**config.mk**
```make
export PLATFORM = sky130hd
export DESIGN_NAME = multicycle_ctrl_flat
export DESIGN_NICKNAME = d
export VERILOG_FILES = /design/src/rtl/multicycle_ctrl_pkg.sv /design/src/rtl/multicycle_ctrl_if.sv /design/src/rtl/multicycle_ctrl_mem_wait_cnt.sv /design/src/rtl/multicycle_ctrl.sv /design/src/flat_wrapper.sv
export SDC_FILE = /design/constraint.sdc
export NUM_CORES = 1
export LEC_CHECK = 0
export CAP_MARGIN = 20
export CELL_PAD_IN_SITES_DETAIL_PLACEMENT = 1
export CELL_PAD_IN_SITES_GLOBAL_PLACEMENT = 1
export CORE_MARGIN = 5
export CORE_UTILIZATION = 31
export DETAILED_ROUTE_END_ITERATION = 6
export GPL_TIMING_DRIVEN = 0
export PLACE_DENSITY = 0.83
export SETUP_SLACK_MARGIN = 0.3
export SYNTH_ARGS = -nofsm -noshare
export SYNTH_HDL_FRONTEND = slang
export SYNTH_HIERARCHICAL = 1
export SYNTH_SLANG_ARGS = --single-unit
```
**constraint.sdc**
```tcl
create_clock -name clk -period 3.7 [get_ports clk]
set_input_delay 0.74 -clock clk [delete_from_list [all_inputs] [get_ports clk]]
set_output_delay 0.74 -clock clk [all_outputs]
set_load 0.03 [all_outputs]
```
**src/rtl/multicycle_ctrl_pkg.sv**
```systemverilog
// Shared definitions for the multicycle MIPS-style control FSM: state codes,
// instruction decode constants, datapath mux encodings and the control word.
package multicycle_ctrl_pkg;

  localparam logic [3:0] ST_RESET     = 4'd0;
  localparam logic [3:0] ST_FETCH     = 4'd1;
  localparam logic [3:0] ST_DECODE    = 4'd2;
  localparam logic [3:0] ST_MEM_ADDR  = 4'd3;
  localparam logic [3:0] ST_MEM_READ  = 4'd4;
  localparam logic [3:0] ST_LOAD_WB   = 4'd5;
  localparam logic [3:0] ST_MEM_WRITE = 4'd6;
  localparam logic [3:0] ST_R_EXEC    = 4'd7;
  localparam logic [3:0] ST_R_WB      = 4'd8;
  localparam logic [3:0] ST_I_EXEC    = 4'd9;
  localparam logic [3:0] ST_I_WB      = 4'd10;
  localparam logic [3:0] ST_BRANCH    = 4'd11;
  localparam logic [3:0] ST_JUMP      = 4'd12;
  localparam logic [3:0] ST_TRAP      = 4'd13;

  localparam logic [5:0] OP_RTYPE = 6'h00;
  localparam logic [5:0] OP_J     = 6'h02;
  localparam logic [5:0] OP_BEQ   = 6'h04;
  localparam logic [5:0] OP_ADDI  = 6'h08;
  localparam logic [5:0] OP_LW    = 6'h23;
  localparam logic [5:0] OP_SW    = 6'h2B;

  localparam logic [5:0] FN_ADD = 6'h20;
  localparam logic [5:0] FN_SUB = 6'h22;
  localparam logic [5:0] FN_AND = 6'h24;

  localparam logic [2:0] ALUOP_PASS = 3'b000;
  localparam logic [2:0] ALUOP_ADD  = 3'b001;
  localparam logic [2:0] ALUOP_SUB  = 3'b010;
  localparam logic [2:0] ALUOP_AND  = 3'b011;

  localparam logic [1:0] SRCA_ALUOUT = 2'b00;
  localparam logic [1:0] SRCA_REGA   = 2'b01;
  localparam logic [1:0] SRCA_PC     = 2'b10;
  localparam logic [1:0] SRCA_MDR    = 2'b11;

  localparam logic [1:0] SRCB_REGB    = 2'b00;
  localparam logic [1:0] SRCB_FOUR    = 2'b01;
  localparam logic [1:0] SRCB_IMM     = 2'b10;
  localparam logic [1:0] SRCB_IMM_SH2 = 2'b11;

  localparam logic [1:0] PCSRC_ALU    = 2'b00;
  localparam logic [1:0] PCSRC_ALUOUT = 2'b01;
  localparam logic [1:0] PCSRC_JUMP   = 2'b10;

  // Last wait-counter value of the three-cycle FETCH and MEM_READ states.
  localparam logic [1:0] WAIT_LAST = 2'd2;

  typedef struct packed {
    logic [1:0] alu_src_a;
    logic [1:0] alu_src_b;
    logic [2:0] alu_op;
    logic [1:0] pc_source;
    logic       pc_write;
    logic       pc_write_cond;
    logic       i_or_d;
    logic       mem_read;
    logic       mem_wr;
    logic       ir_write;
    logic       mdr_write;
    logic       ab_write;
    logic       alu_out_write;
    logic       reg_write;
    logic       reg_dst;
    logic       mem_to_reg;
    logic       illegal;
  } ctrl_t;

  function automatic logic rtype_legal(input logic [5:0] funct);
    return (funct == FN_ADD) || (funct == FN_SUB) || (funct == FN_AND);
  endfunction

  function automatic logic [2:0] rtype_aluop(input logic [5:0] funct);
    logic [2:0] op;
    case (funct)
      FN_SUB:  op = ALUOP_SUB;
      FN_AND:  op = ALUOP_AND;
      default: op = ALUOP_ADD;
    endcase
    return op;
  endfunction

endpackage

```
**src/rtl/multicycle_ctrl_if.sv**
```systemverilog
// Instruction-field inputs and datapath control outputs of the multicycle controller.
interface multicycle_ctrl_if;
  logic [5:0] opcode;
  logic [5:0] funct;
  logic       zero;

  logic [1:0] ALUSrcAControl;
  logic [1:0] ALUSrcBControl;
  logic [2:0] ALUOp;
  logic [1:0] PCSource;
  logic       PCWrite;
  logic       PCWriteCond;
  logic       IorD;
  logic       MemRead;
  logic       MemWR;
  logic       IRWrite;
  logic       MDRWrite;
  logic       ABWrite;
  logic       ALUOutWrite;
  logic       RegWrite;
  logic       RegDst;
  logic       MemToReg;
  logic       illegal;
  logic [3:0] state_out;

  modport master (
    input  opcode, funct, zero,
    output ALUSrcAControl, ALUSrcBControl, ALUOp, PCSource,
    output PCWrite, PCWriteCond, IorD, MemRead, MemWR, IRWrite, MDRWrite,
    output ABWrite, ALUOutWrite, RegWrite, RegDst, MemToReg, illegal, state_out
  );

  modport slave (
    output opcode, funct, zero,
    input  ALUSrcAControl, ALUSrcBControl, ALUOp, PCSource,
    input  PCWrite, PCWriteCond, IorD, MemRead, MemWR, IRWrite, MDRWrite,
    input  ABWrite, ALUOutWrite, RegWrite, RegDst, MemToReg, illegal, state_out
  );
endinterface

```
**src/rtl/multicycle_ctrl_mem_wait_cnt.sv**
```systemverilog
// 2-bit wait counter: synchronous clear has priority, counts up while enabled
// and saturates at the last wait cycle.
module mem_wait_cnt
  import multicycle_ctrl_pkg::*;
(
  input  logic       clk,
  input  logic       reset_n,
  input  logic       clr_i,
  input  logic       en_i,
  output logic [1:0] cnt_o
);

  logic [1:0] cnt_q;
  logic [1:0] cnt_d;

  always_comb begin
    cnt_d = cnt_q;
    if (clr_i) begin
      cnt_d = 2'd0;
    end else if (en_i && (cnt_q != WAIT_LAST)) begin
      cnt_d = cnt_q + 2'd1;
    end
  end

  always_ff @(posedge clk or negedge reset_n) begin
    if (!reset_n) begin
      cnt_q <= 2'd0;
    end else begin
      cnt_q <= cnt_d;
    end
  end

  assign cnt_o = cnt_q;

endmodule

```
**src/rtl/multicycle_ctrl.sv**
```systemverilog
// Moore control FSM for a multicycle MIPS subset; controls decode from the
// state register, the wait counter and the R-type ALU op latched in DECODE.
module multicycle_ctrl
  import multicycle_ctrl_pkg::*;
(
  input  logic                clk,
  input  logic                reset_n,
  multicycle_ctrl_if.master   bus
);

  logic [3:0] state_q;
  logic [3:0] state_d;
  logic [2:0] alu_fn_q;
  logic [2:0] alu_fn_d;
  logic [1:0] wait_cnt;
  logic       cnt_clr;
  logic       cnt_en;
  ctrl_t      ctrl;

  always_comb begin
    state_d  = state_q;
    alu_fn_d = alu_fn_q;
    case (state_q)
      ST_RESET:     state_d = ST_FETCH;
      ST_FETCH:     if (wait_cnt == WAIT_LAST) state_d = ST_DECODE;
      ST_DECODE: begin
        case (bus.opcode)
          OP_RTYPE: begin
            if (rtype_legal(bus.funct)) begin
              state_d  = ST_R_EXEC;
              alu_fn_d = rtype_aluop(bus.funct);
            end else begin
              state_d = ST_TRAP;
            end
          end
          OP_ADDI:      state_d = ST_I_EXEC;
          OP_LW, OP_SW: state_d = ST_MEM_ADDR;
          OP_BEQ:       state_d = ST_BRANCH;
          OP_J:         state_d = ST_JUMP;
          default:      state_d = ST_TRAP;
        endcase
      end
      ST_MEM_ADDR: begin
        case (bus.opcode)
          OP_LW:   state_d = ST_MEM_READ;
          OP_SW:   state_d = ST_MEM_WRITE;
          default: state_d = ST_TRAP;
        endcase
      end
      ST_MEM_READ:  if (wait_cnt == WAIT_LAST) state_d = ST_LOAD_WB;
      ST_R_EXEC:    state_d = ST_R_WB;
      ST_I_EXEC:    state_d = ST_I_WB;
      ST_LOAD_WB, ST_MEM_WRITE, ST_R_WB, ST_I_WB, ST_BRANCH, ST_JUMP:
                    state_d = ST_FETCH;
      ST_TRAP:      state_d = ST_TRAP;
      default:      state_d = ST_RESET;
    endcase
  end

  always_ff @(posedge clk or negedge reset_n) begin
    if (!reset_n) begin
      state_q  <= ST_RESET;
      alu_fn_q <= ALUOP_PASS;
    end else begin
      state_q  <= state_d;
      alu_fn_q <= alu_fn_d;
    end
  end

  // Counter restarts at 0 on the first cycle of every FETCH / MEM_READ visit.
  assign cnt_clr = ((state_d == ST_FETCH)    && (state_q != ST_FETCH)) ||
                   ((state_d == ST_MEM_READ) && (state_q != ST_MEM_READ));
  assign cnt_en  = (state_q == ST_FETCH) || (state_q == ST_MEM_READ);

  mem_wait_cnt u_wait_cnt (
    .clk     (clk),
    .reset_n (reset_n),
    .clr_i   (cnt_clr),
    .en_i    (cnt_en),
    .cnt_o   (wait_cnt)
  );

  always_comb begin
    ctrl = '0;
    case (state_q)
      ST_FETCH: begin
        ctrl.mem_read = 1'b1;
        if (wait_cnt == WAIT_LAST) begin
          ctrl.ir_write  = 1'b1;
          ctrl.alu_src_a = SRCA_PC;
          ctrl.alu_src_b = SRCB_FOUR;
          ctrl.alu_op    = ALUOP_ADD;
          ctrl.pc_source = PCSRC_ALU;
          ctrl.pc_write  = 1'b1;
        end
      end
      ST_DECODE: begin
        ctrl.alu_src_a     = SRCA_PC;
        ctrl.alu_src_b     = SRCB_IMM_SH2;
        ctrl.alu_op        = ALUOP_ADD;
        ctrl.alu_out_write = 1'b1;
        ctrl.ab_write      = 1'b1;
      end
      ST_MEM_ADDR, ST_I_EXEC: begin
        ctrl.alu_src_a     = SRCA_REGA;
        ctrl.alu_src_b     = SRCB_IMM;
        ctrl.alu_op        = ALUOP_ADD;
        ctrl.alu_out_write = 1'b1;
      end
      ST_MEM_READ: begin
        ctrl.mem_read  = 1'b1;
        ctrl.i_or_d    = 1'b1;
        ctrl.mdr_write = (wait_cnt == WAIT_LAST);
      end
      ST_LOAD_WB: begin
        ctrl.reg_write  = 1'b1;
        ctrl.mem_to_reg = 1'b1;
      end
      ST_MEM_WRITE: begin
        ctrl.i_or_d = 1'b1;
        ctrl.mem_wr = 1'b1;
      end
      ST_R_EXEC: begin
        ctrl.alu_src_a     = SRCA_REGA;
        ctrl.alu_src_b     = SRCB_REGB;
        ctrl.alu_op        = alu_fn_q;
        ctrl.alu_out_write = 1'b1;
      end
      ST_R_WB: begin
        ctrl.reg_write = 1'b1;
        ctrl.reg_dst   = 1'b1;
      end
      ST_I_WB:  ctrl.reg_write = 1'b1;
      ST_BRANCH: begin
        ctrl.alu_src_a     = SRCA_REGA;
        ctrl.alu_src_b     = SRCB_REGB;
        ctrl.alu_op        = ALUOP_SUB;
        ctrl.pc_write_cond = 1'b1;
        ctrl.pc_source     = PCSRC_ALUOUT;
      end
      ST_JUMP: begin
        ctrl.pc_source = PCSRC_JUMP;
        ctrl.pc_write  = 1'b1;
      end
      ST_TRAP:  ctrl.illegal = 1'b1;
      default:  ctrl = '0;
    endcase
  end

  assign bus.ALUSrcAControl = ctrl.alu_src_a;
  assign bus.ALUSrcBControl = ctrl.alu_src_b;
  assign bus.ALUOp          = ctrl.alu_op;
  assign bus.PCSource       = ctrl.pc_source;
  assign bus.PCWrite        = ctrl.pc_write;
  assign bus.PCWriteCond    = ctrl.pc_write_cond;
  assign bus.IorD           = ctrl.i_or_d;
  assign bus.MemRead        = ctrl.mem_read;
  assign bus.MemWR          = ctrl.mem_wr;
  assign bus.IRWrite        = ctrl.ir_write;
  assign bus.MDRWrite       = ctrl.mdr_write;
  assign bus.ABWrite        = ctrl.ab_write;
  assign bus.ALUOutWrite    = ctrl.alu_out_write;
  assign bus.RegWrite       = ctrl.reg_write;
  assign bus.RegDst         = ctrl.reg_dst;
  assign bus.MemToReg       = ctrl.mem_to_reg;
  assign bus.illegal        = ctrl.illegal;
  assign bus.state_out      = state_q;

endmodule

```
**src/flat_wrapper.sv**
```systemverilog
// flat-port wrapper written by rule: the top's interface ports become plain ports
module multicycle_ctrl_flat import multicycle_ctrl_pkg::*;
  (clk, reset_n, bus_opcode, bus_funct, bus_zero, bus_ALUSrcAControl, bus_ALUSrcBControl, bus_ALUOp, bus_PCSource, bus_PCWrite, bus_PCWriteCond, bus_IorD, bus_MemRead, bus_MemWR, bus_IRWrite, bus_MDRWrite, bus_ABWrite, bus_ALUOutWrite, bus_RegWrite, bus_RegDst, bus_MemToReg, bus_illegal, bus_state_out);
  multicycle_ctrl_if bus_i ();
  input  logic clk;
  input  logic reset_n;
  input wire logic [$bits(bus_i.opcode)-1:0] bus_opcode;
  input wire logic [$bits(bus_i.funct)-1:0] bus_funct;
  input wire logic [$bits(bus_i.zero)-1:0] bus_zero;
  output wire logic [$bits(bus_i.ALUSrcAControl)-1:0] bus_ALUSrcAControl;
  output wire logic [$bits(bus_i.ALUSrcBControl)-1:0] bus_ALUSrcBControl;
  output wire logic [$bits(bus_i.ALUOp)-1:0] bus_ALUOp;
  output wire logic [$bits(bus_i.PCSource)-1:0] bus_PCSource;
  output wire logic [$bits(bus_i.PCWrite)-1:0] bus_PCWrite;
  output wire logic [$bits(bus_i.PCWriteCond)-1:0] bus_PCWriteCond;
  output wire logic [$bits(bus_i.IorD)-1:0] bus_IorD;
  output wire logic [$bits(bus_i.MemRead)-1:0] bus_MemRead;
  output wire logic [$bits(bus_i.MemWR)-1:0] bus_MemWR;
  output wire logic [$bits(bus_i.IRWrite)-1:0] bus_IRWrite;
  output wire logic [$bits(bus_i.MDRWrite)-1:0] bus_MDRWrite;
  output wire logic [$bits(bus_i.ABWrite)-1:0] bus_ABWrite;
  output wire logic [$bits(bus_i.ALUOutWrite)-1:0] bus_ALUOutWrite;
  output wire logic [$bits(bus_i.RegWrite)-1:0] bus_RegWrite;
  output wire logic [$bits(bus_i.RegDst)-1:0] bus_RegDst;
  output wire logic [$bits(bus_i.MemToReg)-1:0] bus_MemToReg;
  output wire logic [$bits(bus_i.illegal)-1:0] bus_illegal;
  output wire logic [$bits(bus_i.state_out)-1:0] bus_state_out;
  assign bus_i.opcode = bus_opcode;
  assign bus_i.funct = bus_funct;
  assign bus_i.zero = bus_zero;
  assign bus_ALUSrcAControl = bus_i.ALUSrcAControl;
  assign bus_ALUSrcBControl = bus_i.ALUSrcBControl;
  assign bus_ALUOp = bus_i.ALUOp;
  assign bus_PCSource = bus_i.PCSource;
  assign bus_PCWrite = bus_i.PCWrite;
  assign bus_PCWriteCond = bus_i.PCWriteCond;
  assign bus_IorD = bus_i.IorD;
  assign bus_MemRead = bus_i.MemRead;
  assign bus_MemWR = bus_i.MemWR;
  assign bus_IRWrite = bus_i.IRWrite;
  assign bus_MDRWrite = bus_i.MDRWrite;
  assign bus_ABWrite = bus_i.ABWrite;
  assign bus_ALUOutWrite = bus_i.ALUOutWrite;
  assign bus_RegWrite = bus_i.RegWrite;
  assign bus_RegDst = bus_i.RegDst;
  assign bus_MemToReg = bus_i.MemToReg;
  assign bus_illegal = bus_i.illegal;
  assign bus_state_out = bus_i.state_out;
  multicycle_ctrl u_core (.clk(clk), .reset_n(reset_n), .bus(bus_i));
endmodule
```
==> flow_summary.yaml <==
outcome:
  status: "complete, no violations"
synthesis:
  ys.flop_type: "dfrtp_1"
  synth_edf_count: 0
  yosysUniqueCellTypes: 45
  yosys_warnings: 6
  synthCells: 114
  synthArstFlopShare_pct: 100
  synth.avg_cell_area_um2: 7.80
  syn-cell-area_um2: 890
  synth_seq_area_share_pct: 22.5
  ys_ff_latch: 8
  syn_nets: 130
critical_path:
  end_kind: "primary output"
  crit_fanout: 9
  r2r_start: "u_core/bus.state_out[0]"
  rr_worst_depth: 9
  crit_end: "bus_ALUSrcBControl[0]"
  cp.depth: 6
  crit_slowest_cell: "clkdlybuf4s50_1"
  r2r_setup_slack_ps: 1530
  start_kind: "flop"
  cp_cell_sequence: "nand2b_1 > clkbuf_1 > nor4_1 > nand2b_1 > buf_4 > clkdlybuf4s50_1"
  crit_start: "u_core/bus.state_out[1]"
  critPathTopFamily: "buffers and inverters"
  cpPeakStageDelay_ps: 660
  cp_num_buf_inv: 3
  arrival_ps: 2400
  path_class: "flop to primary output"
  r2r_end: "u_core/u_wait_cnt/cnt_o[1]"
  cp.required_ps: 2960
  crit_top_cell: "nand2b_1"
placed_design:
  place_ws_ps: 603
  hpwl_mm: 2.40
  placedCellCount: 183
  io_buffer_count: 38
  gp_congestion: 0.793
routing:
  avgRoutedWirePerCell_um: 15.8
  drt-pass1-iter-count: 4
  wirelength_mm: 2.94
  ant_nets: 0
  drc_errors: 0
  drtIter0Drc: 22
  dr_total_vias: 999
  vias_per_cell: 5.37
die:
  row_count: 19
  start_util_pct: 32.3
  pin_count: 41
  die_width_um: 63.6
  core_area_um2: 2760
  die_y_um: 63.6
  die_area_um2: 4040
cts:
  cts_num_sinks: 8
  h-tree-depth: 1
  cts_setup_buffers: 0
  path_clk_slew_ps: 50
  cts_tree: "built"
  clkLatencyLatePin_ps: 260
  cts_root_buf: "clkbuf_4"
  cts_buffers: 3
  cts.path.max_buffers: 2
  holdBufCountCts: 0
  cts_resized: 0
timing:
  setup_tns_ps: 0
  setup_ws_ps: 561
  rsz0062_at_grt: "no"
  fin_crit_sh_pct: 84.8
  fmax_mhz: 319
  drv_slew: 0
  setup_viol: 0
  hold_violations: 0
  fin_crit_ps: 3140
  skew_ps: 3.08
job:
  max_cap_violations: 0
power_and_ir_drop:
  powerDensity_nw_per_um2: 781
  vdd_drop_max_mv: 0.456
  power.total_mw: 1.04
  static-leakage-power_nw: 0.541
global_routing:
  grt_pass1_wl_mm: 4.92
  grt_pass1_vias: 1067
  grt_max_degree: 11
  grt-ovfl-total: 0
  antenna_found_initial: 0
  grt_usage_pct: 14.6
final_layout:
  fin_nets: 173
  stdcell_count: 186
  fillers: 350
  final_core_util_pct: 48.3
  diodes: 0
  drive_above_1_share_pct: 13.5
  area_growth_pct: 49.6
min_path:
  hold_path_class: "flop to flop"
cell families after synthesis:
family                   count (synthesis)  synth area share, %
AND/OR/NAND/NOR                         56                 39.7
adder cells (fa/ha/maj)                  2                 2.67
AO/OA/AOI/OAI                           28                 20.7
XOR/XNOR                                 1                0.985
multiplexers                             2                 3.38
other                                    1                0.422
flip-flops                               8                 22.5
buffers and inverters                   16                 9.70
Yosys cell counts, types with 2 or more instances:
| master | count | share of area [%] |
|---|---|---|
| nand3b_1 | 2 | 1.7 |
| nor2_1 | 15 | 6.3 |
| o41ai_1 | 2 | 2.0 |
| o21ai_0 | 5 | 2.8 |
| nand3_1 | 2 | 1.1 |
| o22ai_1 | 2 | 1.4 |
| a21oi_1 | 5 | 2.8 |
| clkbuf_1 | 4 | 1.7 |
| dfrtp_1 | 8 | 23 |
| nor2b_1 | 3 | 2.1 |
| nor4_1 | 2 | 1.4 |
| nor3_1 | 5 | 2.8 |
| inv_1 | 6 | 2.5 |
| a31oi_1 | 3 | 2.1 |
| nand4b_1 | 2 | 2.0 |
| or3_1 | 2 | 1.4 |
| buf_4 | 4 | 3.4 |
| mux2_4 | 2 | 3.4 |
| o31ai_1 | 3 | 2.5 |
| nand2_1 | 4 | 1.7 |
| a21boi_0 | 2 | 1.7 |
| nand2b_1 | 8 | 5.6 |
worst reg2reg max path: cells and delay by family, from the launching register on:
family	cells	cell delay, ps
flip-flops	1	390
multiplexers	1	270
AO/OA/AOI/OAI	3	450
buffers and inverters	2	490
AND/OR/NAND/NOR	3	450
cell usage in the layout (no fill, tap or decap), types with 2 or more instances in the layout:
cell type	netlist	final
clkdlybuf4s50_1	0	38
nor2_1	15	15
nand2b_1	8	8
dfrtp_1	8	8
inv_1	6	6
a21oi_1	5	5
nor3_1	5	5
o21ai_0	5	5
buf_4	4	4
clkbuf_1	4	4
nand2_1	4	4
clkbuf_4	0	3
a31oi_1	3	3
nor2b_1	3	3
o31ai_1	3	3
nor4_1	2	2
or3_1	2	2
nand3b_1	2	2
o22ai_1	2	2
a21boi_0	2	2
nand4b_1	2	2
nand3_1	2	2
o41ai_1	2	2
mux2_4	2	2
state kept, by name (all words and copies together), names as in the netlist:
register / cells
u_core/alu_fn_q: 2
u_core/bus.state_out: 4
u_core/u_wait_cnt/cnt_o: 2
area by class of cell:
type | instances | area [µm²] | share of cell area [%]
Inverter | 6 | 22.5 | 1.69
Clock buffer | 3 | 22.5 | 1.69
Timing Repair Buffer | 38 | 380 | 28.6
Buffer | 10 | 63.8 | 4.79
Sequential cell | 8 | 200 | 15.0
Tap cell | 31 | 38.8 | 2.91
Multi-Input combinational cell | 90 | 603 | 45.3
power by group:
part	total (mW)	switching [mW]	internal (mW)
logic	0.817	0.463	0.354
registers	0.153	0.0369	0.116
clock network	0.0694	0.0321	0.0373
total	1.04	0.532	0.507
layer usage:
layer	track usage [%]	wire [µm]	vias up
met3	3.02	90	2
met5	0	0	-
met2	27.5	1610	13
li1	-	-	486
met4	2.34	15	0
met1	16.9	1230	498
metrics by stage:
step	area (µm²)	hold slack, ps
after detailed placement	1310	514
after CTS	1330	526
after global placement	1310	520
after floorplan	890	444
final	1330	531
after global routing	1330	541
how the worst min path moves through the flow:
stage                               to  cells after the start                from
finish              u_core/alu_fn_q[1]                      2  u_core/alu_fn_q[1]
global route        u_core/alu_fn_q[1]                      2  u_core/alu_fn_q[1]
CTS                 u_core/alu_fn_q[1]                      2  u_core/alu_fn_q[1]
detailed placement  u_core/alu_fn_q[1]                      2  u_core/alu_fn_q[1]
global placement    u_core/alu_fn_q[1]                      2  u_core/alu_fn_q[1]
floorplan           u_core/alu_fn_q[0]                      0             reset_n
No activity file was read; power rests on OpenSTA's default activity.
